$ cat src/rtl/adc_decimating_averager.sv
// rtl/adc_decimating_averager.sv - multi-channel 2^L:1 boxcar averager and decimator
//
// Purpose: averages 2^L consecutive valid samples per channel (round half up,
// arithmetic shift) and emits one decimated sample per frame, after
// discarding a start-up window of SETTLE_SAMPLES valid samples. Also keeps
// sticky per-channel over-range flags for full-scale input codes.
//
// Ports:
//   clk             in   sample clock (deserialiser domain)
//   reset_n         in   asynchronous active-low reset
//   enable          in   run request; low aborts and returns to IDLE
//   log2_dec        in   requested L, latched on IDLE exit, clamped to MAX_LOG2_DEC
//   in_valid        in   qualifies in_data
//   in_data         in   packed samples, channel k at [k*DATA_WIDTH +: DATA_WIDTH]
//   clear_overrange in   clears overrange (a simultaneous set wins)
//   out_valid       out  one-cycle strobe for a new averaged sample
//   out_data        out  averaged samples, same packing, held between strobes
//   ready           out  high while averaging is active
//   overrange       out  sticky per-channel full-scale flags
module adc_decimating_averager #(
   parameter int CHANNELS       = 4,
   parameter int DATA_WIDTH     = 16,
   parameter int MAX_LOG2_DEC   = 6,
   parameter int SETTLE_SAMPLES = 16,
   parameter int LW             = $clog2(MAX_LOG2_DEC + 1)
) (
   input  logic                           clk,
   input  logic                           reset_n,
   input  logic                           enable,
   input  logic [LW-1:0]                  log2_dec,
   input  logic                           in_valid,
   input  logic [CHANNELS*DATA_WIDTH-1:0] in_data,
   input  logic                           clear_overrange,
   output logic                           out_valid,
   output logic [CHANNELS*DATA_WIDTH-1:0] out_data,
   output logic                           ready,
   output logic [CHANNELS-1:0]            overrange
);

   localparam int AW = DATA_WIDTH + MAX_LOG2_DEC;
   localparam int CW = MAX_LOG2_DEC;
   localparam logic [DATA_WIDTH-1:0] CODE_MAX = {1'b0, {(DATA_WIDTH-1){1'b1}}};
   localparam logic [DATA_WIDTH-1:0] CODE_MIN = {1'b1, {(DATA_WIDTH-1){1'b0}}};

   typedef enum logic [1:0] {
      ST_IDLE   = 2'd0,
      ST_SETTLE = 2'd1,
      ST_ACCUM  = 2'd2
   } state_e;

   state_e                          state_q, state_d;
   logic [LW-1:0]                   leff_q, leff_d;
   logic [15:0]                     settle_cnt_q, settle_cnt_d;
   logic [CW-1:0]                   cnt_q, cnt_d;
   logic signed [AW-1:0]            acc_q [CHANNELS];
   logic signed [AW-1:0]            acc_d [CHANNELS];
   logic [CHANNELS*DATA_WIDTH-1:0]  out_data_q, out_data_d;
   logic                            out_valid_q, out_valid_d;
   logic                            ready_q, ready_d;
   logic [CHANNELS-1:0]             ovr_q, ovr_d;

   logic [LW-1:0]                   leff_clamped;
   logic [CW-1:0]                   cnt_max;
   logic                            frame_last;
   logic                            settle_last;
   logic signed [AW:0]              round_bias;
   logic signed [AW:0]              samp_ext [CHANNELS];
   logic signed [AW:0]              total    [CHANNELS];
   logic signed [AW:0]              rounded  [CHANNELS];

   // Per-channel arithmetic. One guard bit above the accumulator width keeps
   // total + rounding bias from wrapping before the shift.
   always_comb begin
      leff_clamped = (log2_dec > LW'(MAX_LOG2_DEC)) ? LW'(MAX_LOG2_DEC) : log2_dec;
      cnt_max      = CW'((32'd1 << leff_q) - 32'd1);
      frame_last   = (cnt_q == cnt_max);
      settle_last  = ((32'(settle_cnt_q) + 32'd1) == 32'(SETTLE_SAMPLES));
      round_bias   = '0;
      if (leff_q != '0) begin
         round_bias = (AW+1)'(1) << (leff_q - LW'(1));
      end
      for (int k = 0; k < CHANNELS; k++) begin
         samp_ext[k] = {{(MAX_LOG2_DEC+1){in_data[k*DATA_WIDTH + DATA_WIDTH-1]}},
                        in_data[k*DATA_WIDTH +: DATA_WIDTH]};
         total[k]    = {acc_q[k][AW-1], acc_q[k]} + samp_ext[k];
         rounded[k]  = (total[k] + round_bias) >>> leff_q;
      end
   end

   // Over-range runs regardless of state; a new hit overrides the clear.
   always_comb begin
      ovr_d = ovr_q;
      for (int k = 0; k < CHANNELS; k++) begin
         if (in_valid && ((in_data[k*DATA_WIDTH +: DATA_WIDTH] == CODE_MAX) ||
                          (in_data[k*DATA_WIDTH +: DATA_WIDTH] == CODE_MIN))) begin
            ovr_d[k] = 1'b1;
         end else if (clear_overrange) begin
            ovr_d[k] = 1'b0;
         end
      end
   end

   always_comb begin
      state_d      = state_q;
      leff_d       = leff_q;
      settle_cnt_d = settle_cnt_q;
      cnt_d        = cnt_q;
      acc_d        = acc_q;
      out_data_d   = out_data_q;
      out_valid_d  = 1'b0;
      ready_d      = ready_q;

      if (!enable) begin
         // Abort: any partial frame is dropped; out_data keeps its last value.
         state_d      = ST_IDLE;
         settle_cnt_d = '0;
         cnt_d        = '0;
         ready_d      = 1'b0;
         for (int k = 0; k < CHANNELS; k++) acc_d[k] = '0;
      end else begin
         case (state_q)
            ST_IDLE: begin
               leff_d       = leff_clamped;
               settle_cnt_d = '0;
               cnt_d        = '0;
               for (int k = 0; k < CHANNELS; k++) acc_d[k] = '0;
               if (SETTLE_SAMPLES == 0) begin
                  state_d = ST_ACCUM;
                  ready_d = 1'b1;
               end else begin
                  state_d = ST_SETTLE;
               end
            end
            ST_SETTLE: begin
               // The sample that completes the window is discarded too.
               if (in_valid) begin
                  if (settle_last) begin
                     state_d = ST_ACCUM;
                     ready_d = 1'b1;
                  end else begin
                     settle_cnt_d = settle_cnt_q + 16'd1;
                  end
               end
            end
            ST_ACCUM: begin
               if (in_valid) begin
                  if (frame_last) begin
                     out_valid_d = 1'b1;
                     cnt_d       = '0;
                     for (int k = 0; k < CHANNELS; k++) begin
                        acc_d[k] = '0;
                        out_data_d[k*DATA_WIDTH +: DATA_WIDTH] = rounded[k][DATA_WIDTH-1:0];
                     end
                  end else begin
                     cnt_d = cnt_q + CW'(1);
                     for (int k = 0; k < CHANNELS; k++) acc_d[k] = total[k][AW-1:0];
                  end
               end
            end
            default: state_d = ST_IDLE;
         endcase
      end
   end

   always_ff @(posedge clk or negedge reset_n) begin
      if (!reset_n) begin
         state_q      <= ST_IDLE;
         leff_q       <= '0;
         settle_cnt_q <= '0;
         cnt_q        <= '0;
         out_data_q   <= '0;
         out_valid_q  <= 1'b0;
         ready_q      <= 1'b0;
         ovr_q        <= '0;
         for (int k = 0; k < CHANNELS; k++) acc_q[k] <= '0;
      end else begin
         state_q      <= state_d;
         leff_q       <= leff_d;
         settle_cnt_q <= settle_cnt_d;
         cnt_q        <= cnt_d;
         out_data_q   <= out_data_d;
         out_valid_q  <= out_valid_d;
         ready_q      <= ready_d;
         ovr_q        <= ovr_d;
         for (int k = 0; k < CHANNELS; k++) acc_q[k] <= acc_d[k];
      end
   end

   assign out_valid = out_valid_q;
   assign out_data  = out_data_q;
   assign ready     = ready_q;
   assign overrange = ovr_q;

endmodule

$ cat config.mk
export PLATFORM = sky130hd
export DESIGN_NAME = adc_decimating_averager
export DESIGN_NICKNAME = d
export VERILOG_FILES = /design/src/rtl/adc_decimating_averager.sv
export SDC_FILE = /design/constraint.sdc
export NUM_CORES = 1
export LEC_CHECK = 0
export CELL_PAD_IN_SITES_DETAIL_PLACEMENT = 2
export CELL_PAD_IN_SITES_GLOBAL_PLACEMENT = 2
export CORE_MARGIN = 8
export CORE_UTILIZATION = 25
export DETAILED_ROUTE_END_ITERATION = 10
export HOLD_SLACK_MARGIN = 0.12
export PLACE_DENSITY_LB_ADDON = 0.3
export SKIP_CTS_REPAIR_TIMING = 1
export SKIP_LAST_GASP = 1
export SYNTH_ARGS = -nofsm -noshare
export SYNTH_HDL_FRONTEND = slang
export SYNTH_SLANG_ARGS = --single-unit
$ cat constraint.sdc
create_clock -name clk -period 4 [get_ports clk]
set_clock_uncertainty 0.05 [all_clocks]
set_input_delay 0.8 -clock clk [delete_from_list [all_inputs] [get_ports clk]]
set_output_delay 0.8 -clock clk [all_outputs]
set_load 0.01 [all_outputs]
# --- Yosys cells after proc, flatten, opt, wreduce, memory -nomap -nowiden ---
# Index checks and enable logic that the tools add are counted.
classes:
  addsub: 13
  order_cmp: 1
  eq_ne: 22
  n_shift: 6
  mux: 31
  n_reduce_logical: 20
ops:
  columns: ["op", "n"]
  rows:
  - ["2-to-1 mux 88 bit", 3]
  - ["one-hot mux 88 bit (2 select lines)", 1]
  - ["adder 22 x 16 -> 23 bit", 4]
  - ["adder 23 bit", 4]
  - [">>> shifter 23 x 3 -> 16 bit", 4]
  - ["== test 16 x 15 -> 1 bit, second input constant", 4]
  - ["== test 16 bit, second input constant", 4]
  - ["2-to-1 mux 16 bit", 3]
  - ["one-hot mux 16 bit (2 select lines)", 1]
  - ["2-to-1 mux 23 bit", 1]
  - ["left shift 1 x 3 -> 23 bit, first input constant", 1]
  - ["2-to-1 mux 6 bit", 3]
  - ["adder 16 x 1 -> 17 bit, second input constant", 1]
  - ["== test 17 x 5 -> 1 bit, second input constant", 1]
  - ["adder 16 x 1 -> 16 bit, second input constant", 1]
  - ["2-to-1 mux 1 bit", 13]
  - ["inequality test 3 bit, second input constant", 4]
  - ["one-hot mux 6 bit (2 select lines)", 1]
  - ["AND reduction 3 bit", 3]
  - ["nonzero test 2 bit", 4]
  - ["adder 6 x 1 -> 6 bit, second input constant", 1]
  - ["== test 6 bit", 1]
  - ["2-to-1 mux 2 bit", 3]
  - ["inequality test 2 x 1 -> 1 bit, second input constant", 3]
  - ["16 further kinds", 24]
totals:
  regBits: 185
  inputBits: 72
  out_inout_bits: 70
  wordCells: 108

# --- Longest topological paths before layout ---
# Gate-level depths: netlist of the first run.
depth:
  word_depth: 7
  depth_mapped: 21
  mapped_depth_nobuf: 19

# --- Worst setup path after synthesis of the first run ---
# Ideal clock, no wire load.
synth_timing:
  path_kind: "input to register"
  start: "in in_data[16]"
  end: "reg out_data_q[26] (netlist: out_data[26])"
  setup_ns: 0.092
  arrival_time_ns: 4.393
  required_time_ns: 3.858
  slack_ns: -0.534
  stages: 16
  path_buffers: 0
  path_cell_list: "ha_1 > fa_1 > a211oi_2 > o21ai_1 > a21oi_1 > xnor2_1 > ha_1 > or3_1 > o31a_1 > and4b_1 > nand4_2 > nor2_2 > xnor2_1 > mux4_2 > and2_4 > o31ai_2"
synth_between:
  elab_chain_cells: 3
synth_lines:
  columns: ["element", "line_no", "source"]
  rows:
  - ["start: declaration", "32", "input logic [CHANNELS*DATA_WIDTH-1:0] in_data,"]
  - ["adder 22 x 16 -> 23 bit", "85", "total[k] = {acc_q[k][AW-1], acc_q[k]} + samp_ext[k];"]
  - ["adder 23 bit", "86", "rounded[k] = (total[k] + round_bias) >>> leff_q;"]
  - [">>> shifter 23 x 3 -> 16 bit", "86", null]
  - ["end signal: assignment", "181", "out_data_q <= out_data_d;"]
  - ["end: declaration", "57", "logic [CHANNELS*DATA_WIDTH-1:0] out_data_q, out_data_d;"]
# No other way between the ends.
# A chain may end at the register's enable or synchronous reset.

# --- Worst setup path in the final report of the first run ---
layout_timing:
  start: "reg acc_q[22] in the netlist's numbering"
  end: "reg out_data_q[43] (netlist: out_data[43])"
layout_between:
  elab_chain_cells: 3
layout_lines:
  columns: ["element", "line_no", "source"]
  rows:
  - ["start: declaration", "55", "logic signed [AW-1:0] acc_q [CHANNELS];"]
  - ["adder 22 x 16 -> 23 bit", "85", null]
  - ["adder 23 bit", "86", null]
  - [">>> shifter 23 x 3 -> 16 bit", "86", null]
# No other way between the ends.

==> flow_metrics.tcl, run 1 <==
set metrics [dict create \
    tightest_slew_ns 0.825 \
    crit_buf_inv 2 \
    drt_iter0_markers 798 \
    antenna_left 0 \
    cp-end-kind "register" \
    post-place-ws_ns -1.29 \
    clkLatencyLatePin_ns 0.52 \
    status "complete, but fails checks" \
    core_area_um2 75400 \
    startpoint_type "register" \
    power_density_nw_per_um2 225 \
    critPathRequiredTime_ns 4.36 \
    p_leak_uw 0.0129 \
    cp_max_fo 4 \
    synth_top_area_cell "dfrtp_1" \
    synth_edf_count 0 \
    grt_pass1_vias 24100 \
    total_power_uw 6350 \
    final_core_util 0.374 \
    grt_antenna_before_repair 0 \
    synth_area_per_cell_um2 8.03 \
    yosysUniqueCellTypes 122 \
    synth_common_cells "309 x nand2_1, 191 x o21ai_0, 185 x dfrtp_1" \
    cts.path.max_buffers 2 \
    globalplace.congestion 0.868 \
    io-pin-count 142 \
    slew_viol_final 0 \
    die_area_um2 84700 \
    totalWireLength_um 92000 \
    regArea_um2 4630 \
    async_flop_share 1.00 \
    tns_ns -4.41 \
    cts.clk_slew.worst_paths_ns 0.09 \
    synthCells 2355 \
    worst_slack_ns -0.299 \
    final_hold_viol_count 0 \
    syn_area_um2 18900 \
    critPathKind "reg -> reg" \
    crit_chain "ha_4 > fa_2 > a21o_4 > a221oi_4 > xnor2_2 > ha_1 > a21o_1 > a21oi_4 > nand2_2 > o41ai_4 > nor4_2 > buf_4 > nor4bb_4 > a31oi_2 > o32ai_2 > buf_4 > mux2i_2 > a22oi_2 > nand2_1" \
    slew_headroom 0.450 \
    crit_slowest_cell "dfrtp_1" \
    wl_per_cell_um 22.8 \
    grt_overflow 0 \
    die_y_um 291 \
    die_w_um 291 \
    setup_viol 30 \
    cap_violations 0 \
    grt_start_max_net_pins 89 \
    synthFlopType "dfrtp_1" \
    yosysSeqAreaShare 0.245 \
    cts_made_buffers 17 \
    initial_core_util 0.251 \
    first_pass_iters 5 \
    fin_crit_sh 1.07 \
    critPathTopFamily "compound AO/OA/AOI/OAI gates" \
    rsz0062_at_grt "yes" \
    grt_pass1_wl_um 139000 \
    dpl.hpwl_um 70000 \
    n_fill_cell 8332 \
    synth.most_common_cell "nand2_1" \
    fmaxAchievable_mhz 233 \
    cts_tree "built" \
    ctsHtreeMaxLevel 4 \
    synth_area_leaders "dfrtp_1 24%, ha_1 8.1%, nand2_1 6.1%" \
    globalRouteTotalUtil 0.203 \
    critPathMostFrequentCell "buf_4" \
    nets 3245 \
    num_vias 21700 \
    multi_input_area_um2 15000 \
    violations "negative setup slack" \
    port_buffers 141 \
    root_buffer "clkbuf_16" \
    antenna_cells 0 \
    drive_gt1_frac 0.339 \
    worstPathArrival_ns 4.65 \
    ir_drop_uv 219 \
    ys_ff_latch 185 \
    period_needed_ns 4.30 \
    drc_errors 0 \
    fp-row-count 101 \
    synth_top_cell_area_share 0.245 \
    syn2layout_area_growth_pct 49.5 \
    cts_sinks 185 \
    via_per_inst 5.37 \
    slowest_delay_ns 0.43 \
    hold_path_class "in -> async" \
    yosys_warnings 0 \
]
## stage by stage
step	area, µm²	hold WS [ns]	instances
2_1_floorplan	19300	0.393	2358
3_3_place_gp	26100	0.406	3954
3_5_place_dp	26100	0.426	3954
4_1_cts	26700	0.337	3986
5_1_grt	28300	0.342	4033
6_report	28300	0.299	4033
## power breakdown
group | switching [µW] | internal [µW]
logic | 1410 | 1100
clock network | 1000 | 950
registers | 9.14 | 1870
total | 2420 | 3930
## cell usage in the layout, fill, tap and decap left out, drive strengths merged, types with 54 or more instances in the layout
cell type,synthesis,routed
buf,39,660
nand2,311,311
o21ai,212,212
dfrtp,185,185
a21oi,171,171
nor2,164,164
ha,123,123
clkdlybuf4s50,0,118
xnor2,92,92
mux2i,66,66
inv,52,60
nand3,59,59
nor3,54,54
## worst paths after layout
kind                           start  slack [ns]               end  cells past startpoint
max in group asynchronous    reset_n        2.64         acc_q[71]                      2
setup / recovery           acc_q[22]       -0.30      out_data[43]                     19
hold / removal               reset_n        0.30  settle_cnt_q[13]                      1
min in group clk           acc_q[14]        0.44         acc_q[14]                      2
setup reg to reg           acc_q[22]       -0.30      out_data[43]                     19
hold reg to reg            acc_q[14]        0.44         acc_q[14]                      2
## area by class of cell
type	count	share of cell area
multi-input cells	1983	0.532
clock buffers	17	0.0151
clock inverters	15	0.00651
repair buffers	802	0.232
well taps	978	0.0433
flip-flops and latches	185	0.164
inverters	53	0.00726
## flip-flops by register name (all words and copies together) (netlist names)
signal        cells
settle_cnt_q     16
out_data         64
leff_q            3
cnt_q             6
ready             1
state_q           2
acc_q            88
out_valid         1
overrange         4
## cell families after synthesis
family,synth area share
AND/OR/NAND/NOR,0.221
AO/OA/AOI/OAI,0.282
buffers and inverters,0.0398
flip-flops,0.245
XOR/XNOR,0.0629
adder cells (fa/ha/maj),0.0899
multiplexers,0.0596
other,0.000198
## routing by layer
metal / up-vias / routed length (µm) / GRT usage / part of all wire
met2: 350 / 46500 / 0.363 / 0.51
met5: - / 0 / 0 / 0
li1: 10100 / - / - / -
met4: 0 / 2100 / 0.0601 / 0.023
met1: 11100 / 40500 / 0.253 / 0.44
met3: 101 / 2980 / 0.0262 / 0.032
Power figures use the tool's default switching activity.
==> run 2, diff against run 1 <==
- ABC_AREA: default -> 1
- CAP_MARGIN: default -> 20
==> flow_metrics.tcl, run 2 <==
set metrics [dict create \
    port_buffers 141 \
    synthFlopType "dfrtp_1" \
    hold_path_class "in -> async" \
    nets 3742 \
    drc_errors 0 \
    cp-end-kind "register" \
    seqPwrFrac 0.184 \
    finalInstanceArea_um2 25300 \
    rrSetupSlack_ns 0.30 \
    synth.most_common_cell "nand2_1" \
    antenna_cells 0 \
    slew_viol_final 0 \
    core_area_um2 77100 \
    p_leak_uw 0.0132 \
    fp-row-count 102 \
    yosys_warnings 0 \
    slew_headroom 0.339 \
    via_per_inst 4.88 \
    cap_violations 0 \
    fmaxAchievable_mhz 266 \
    num_vias 22400 \
    synth_area_leaders "dfrtp_1 24%, nand2_1 21%, ha_1 7.9%" \
    grt_start_max_net_pins 78 \
    cts.path.max_buffers 2 \
    die_w_um 294 \
    clkPwrFrac 0.146 \
    drt_iter0_markers 898 \
    grt_pass1_vias 24600 \
    grt_overflow 0 \
    cp_max_fo 6 \
    worstPathArrival_ns 4.16 \
    globalRouteTotalUtil 0.196 \
    total_power_uw 12500 \
    async_flop_share 1.00 \
    n_fill_cell 9553 \
    crit_slowest_cell "clkdlybuf4s50_1" \
    die_area_um2 86700 \
    ys_ff_latch 185 \
    final_core_util 0.328 \
    io-pin-count 142 \
    cts_sinks 185 \
    grt_antenna_before_repair 0 \
    synth_top_area_cell "dfrtp_1" \
    period_needed_ns 3.76 \
    dpl.hpwl_um 69500 \
    totalWireLength_um 86000 \
    die_y_um 294 \
    syn2layout_area_growth_pct 30.5 \
    hold_ws_ns 0.201 \
    root_buffer "clkbuf_16" \
    comb_power_share 0.670 \
    power_density_nw_per_um2 496 \
    tightest_slew_ns 0.983 \
    globalplace.congestion 0.820 \
    critPathMostFrequentCell "nand2_1" \
    cts.clk_slew.worst_paths_ns 0.08 \
    ctsHtreeMaxLevel 4 \
    final_hold_viol_count 0 \
    synth_top_cell_area_share 0.239 \
    largest_reg_flops 88 \
    slowest_delay_ns 0.57 \
    reg2reg_to "out_data[28]" \
    largest-register "acc_q" \
    synth_edf_count 0 \
    drive_gt1_frac 0.159 \
    ir_drop_uv 306 \
    status "finished clean" \
    final_common_cell "nand2_1" \
    p_sw_uw 6380 \
    clkLatencyLatePin_ns 0.52 \
    initial_core_util 0.251 \
    r2r_cells 27 \
    place_area_um2 24200 \
    yosysSeqAreaShare 0.239 \
    yosysUniqueCellTypes 55 \
    post-place-ws_ns -0.847 \
    fin_crit_sh 0.940 \
    synth_common_cells "1106 x nand2_1, 360 x inv_1, 295 x nand3_1" \
    antenna_left 0 \
    critPathRequiredTime_ns 4.40 \
    final_cell_mix "1099 x nand2_1, 358 x inv_1, 316 x buf_4, 292 x nand3_1, 192 x nor2_1" \
    intPower_uw 6170 \
    critPathKind "in -> reg" \
    synth_area_per_cell_um2 6.18 \
    rsz0062_at_grt "yes" \
    startpoint_type "input port" \
    switching_share 0.508 \
    setup_viol 0 \
    rr_startpoint "acc_q[46]" \
    wl_per_cell_um 18.7 \
    synthCells 3136 \
    grt_pass1_wl_um 136000 \
    cts_made_buffers 17 \
    first_pass_iters 4 \
    syn_area_um2 19400 \
    cts_tree "built" \
    worst_slack_ns 0.238 \
]
==> run 2: cell types whose count changed in the layout (fill, tap and decap cells not counted), moves of 33 or more <==
cell | before | now
nand4_1 | 41 | 80
a21o_1 | 48 | 3
o31ai_1 | 37 | 2
a211oi_1 | 33 | 0
inv_1 | 43 | 358
nor2_1 | 147 | 192
nand2_2 | 5 | 39
xnor2_1 | 65 | 25
buf_4 | 639 | 316
nand2_1 | 302 | 1099
a21oi_1 | 135 | 102
mux2i_1 | 60 | 8
nand3_1 | 54 | 292
==> run 2: cells by family after synthesis <==
logic type,after synthesis,share of synthesized area
buf+inv,455,0.0911
xor+xnor,81,0.0370
compound gates,406,0.120
mux,9,0.00465
simple gates,1868,0.421
flops,185,0.239
other cells,1,0.000194
fa+ha+maj,131,0.0877
==> run 2: critical path, delay by kind of cell <==
kind	cells	cell delay (ns)
XOR/XNOR	1	0.32
AO/OA/AOI/OAI	3	0.38
adder cells (fa/ha/maj)	2	0.43
buffers and inverters	3	0.73
AND/OR/NAND/NOR	17	1.48
==> run 2: routing by layer <==
| layer | vias to the layer above | track usage | share of wire |
|---|---|---|---|
| met5 | - | 0 | 0 |
| met4 | 0 | 0.0529 | 0.022 |
| met3 | 76 | 0.0328 | 0.033 |
| met2 | 255 | 0.334 | 0.48 |
| met1 | 11100 | 0.256 | 0.47 |
| li1 | 11000 | - | - |
==> run 2: power groups by stage <==
stage                     Combinational, µW  Sequential [µW]  Clock (µW)
final                                  8400             2310        1830
after floorplan                        4880             2250           0
after global routing                   9370             2340        1950
after CTS                              8260             2300        1900
after global placement                 7970             2330           0
after detailed placement               8210             2340           0
==> run 2: layout make-up <==
class | count | area, µm² | area share
flip-flops and latches | 185 | 4630 | 0.183
clock buffers | 22 | 474 | 0.0187
repair buffers | 460 | 3920 | 0.155
multi-input cells | 2499 | 13500 | 0.532
inverters | 376 | 1410 | 0.0558
well taps | 1040 | 1300 | 0.0514
clock inverters | 10 | 93.8 | 0.00371
==> run 2: how the worst max path moves through the flow <==
stage / start / endpoint / cells after the start
floorplan: in_data[32] / out_data[45] / 22
global placement: in_data[32] / out_data[44] / 26
detailed placement: in_data[32] / out_data[44] / 26
CTS: in_data[32] / out_data[44] / 26
global route: in_data[32] / out_data[44] / 26
finish: in_data[38] / out_data[44] / 26
==> run 2: per-stage QoR <==
step                TNS [ns]  instances
finish                     0       4592
global route          -0.364       4592
CTS                    -4.79       4586
detailed placement    -38.35       4554
global placement      -32.47       4554
floorplan                  0       3139
==> run 3, diff against run 2 <==
- clock period: 4 -> 4.14 ns (I/O delays scaled with it)
==> flow_metrics.tcl, run 3 (synthesis results as in run 2) <==
set metrics [dict create \
    globalplace.congestion 0.819 \
    final_core_util 0.324 \
    ctsHtreeMaxLevel 4 \
    place_inst 4515 \
    initial_core_util 0.251 \
    syn2layout_area_growth_pct 29.0 \
    crit_slowest_cell "clkdlybuf4s50_1" \
    via_per_inst 4.86 \
    critPathRequiredTime_ns 4.46 \
    fp-row-count 102 \
    cts_tree "built" \
    grt_antenna_before_repair 2 \
    cts_made_buffers 17 \
    slew_headroom 0.333 \
    cap_violations 0 \
    port_buffers 141 \
    worstPathArrival_ns 4.29 \
    n_fill_cell 9497 \
    cp_max_fo 4 \
    final_common_cell "nand2_1" \
    critPathTopFamily "compound AO/OA/AOI/OAI gates" \
    ir_drop_uv 520 \
    crit_buf_inv 4 \
    drive_gt1_frac 0.151 \
    startpoint_type "input port" \
    final_hold_viol_count 0 \
    die_y_um 294 \
    critPathKind "in -> reg" \
    path_depth 21 \
    rr_startpoint "leff_q[0]" \
    critPathLaunch "in_data[5]" \
    largest-register "acc_q" \
    place_area_um2 23800 \
    rrSetupSlack_ns 0.44 \
    status "finished clean" \
    drc_errors 0 \
    cts_sinks 185 \
    num_vias 22100 \
    cts.clk_slew.worst_paths_ns 0.07 \
    dpl.hpwl_um 68200 \
    crit_chain "clkdlybuf4s50_1 > ha_4 > nand2_2 > inv_1 > nand2_1 > nand2_1 > a21oi_2 > xnor2_1 > ha_1 > buf_4 > nand2_1 > nand2_1 > a21oi_1 > o21ai_2 > or2_2 > nand2_1 > inv_1 > o21ai_0 > mux2i_1 > o211ai_1 > nand2_1" \
    finalInstanceArea_um2 25000 \
    core_area_um2 77100 \
    final_cell_mix "1098 x nand2_1, 358 x inv_1, 290 x nand3_1, 280 x buf_4, 191 x nor2_1" \
    p_leak_uw 0.0130 \
    cts.path.max_buffers 2 \
    antenna_cells 0 \
    globalRouteTotalUtil 0.192 \
    fin_cells 4554 \
    io-pin-count 142 \
    fmaxAchievable_mhz 252 \
    root_buffer "clkbuf_16" \
    grt_pass1_vias 24000 \
    critPathCapture "out_data[7]" \
    power_density_nw_per_um2 479 \
    reg2reg_to "out_data[7]" \
    setup_viol 0 \
    die_w_um 294 \
    period_needed_ns 3.97 \
    first_pass_iters 5 \
    largest_reg_flops 88 \
    die_area_um2 86700 \
    clkLatencyLatePin_ns 0.51 \
    fin_crit_sh 0.959 \
    cp-end-kind "register" \
    total_power_uw 12000 \
    slowest_delay_ns 0.54 \
    grt_overflow 0 \
    grt_start_max_net_pins 68 \
    nets 3704 \
    hold_path_class "in -> async" \
    totalWireLength_um 84200 \
    drt_iter0_markers 799 \
    antenna_left 0 \
    critPathMostFrequentCell "nand2_1" \
    tightest_slew_ns 0.993 \
    r2r_cells 17 \
    wl_per_cell_um 18.5 \
    hold_ws_ns 0.217 \
    slew_viol_final 0 \
    grt_pass1_wl_um 133000 \
]
[run 3: changes by cell type in the layout (fill, tap and decap cells not counted), sizes merged, moves of 2 or more]
cell and delta:
bufinv +2, clkinv -5, buf -38, clkdlybuf4s50 +9, inv +2, dlymetal6s2s -9
[run 3: worst min-delay path by stage]
stage,end,slack (ns),depth (start not counted)
after detailed placement,out_data[6],0.43,2
after floorplan,acc_q[10],0.41,2
final,acc_q[40],0.22,1
after global placement,acc_q[35],0.42,2
after global routing,acc_q[40],0.24,1
after CTS,acc_q[40],0.23,1
[run 3: power breakdown]
group / switching [µW] / leakage [µW] / internal, µW
Combinational: 4980 / 0.0102 / 2920
Sequential: 215 / 0.00252 / 2010
Clock: 875 / 0.000279 / 973
[run 3: cell type report]
type / instances / area (µm²) / share of cell area
Clock buffer: 23 / 458 / 0.0183
Clock inverter: 9 / 139 / 0.00555
Inverter: 376 / 1410 / 0.0564
Multi-Input combinational cell: 2499 / 13500 / 0.539
Sequential cell: 185 / 4630 / 0.185
Tap cell: 1040 / 1300 / 0.0520
Timing Repair Buffer: 422 / 3580 / 0.143
[run 3: routing by layer]
layer | global-route usage | wire length, µm
met2 | 0.335 | 40500
met5 | 0 | 0
met1 | 0.252 | 40200
met3 | 0.0257 | 2100
met4 | 0.0414 | 1310
[run 3: through the flow]
stage                     setup TNS [ns]  worst slack (ns)
final                                  0             0.170
after global routing              -0.187           -0.0384
after CTS                          -2.27            -0.179
after detailed placement          -34.14            -0.682
after global placement            -24.39            -0.563
after floorplan                        0             0.240
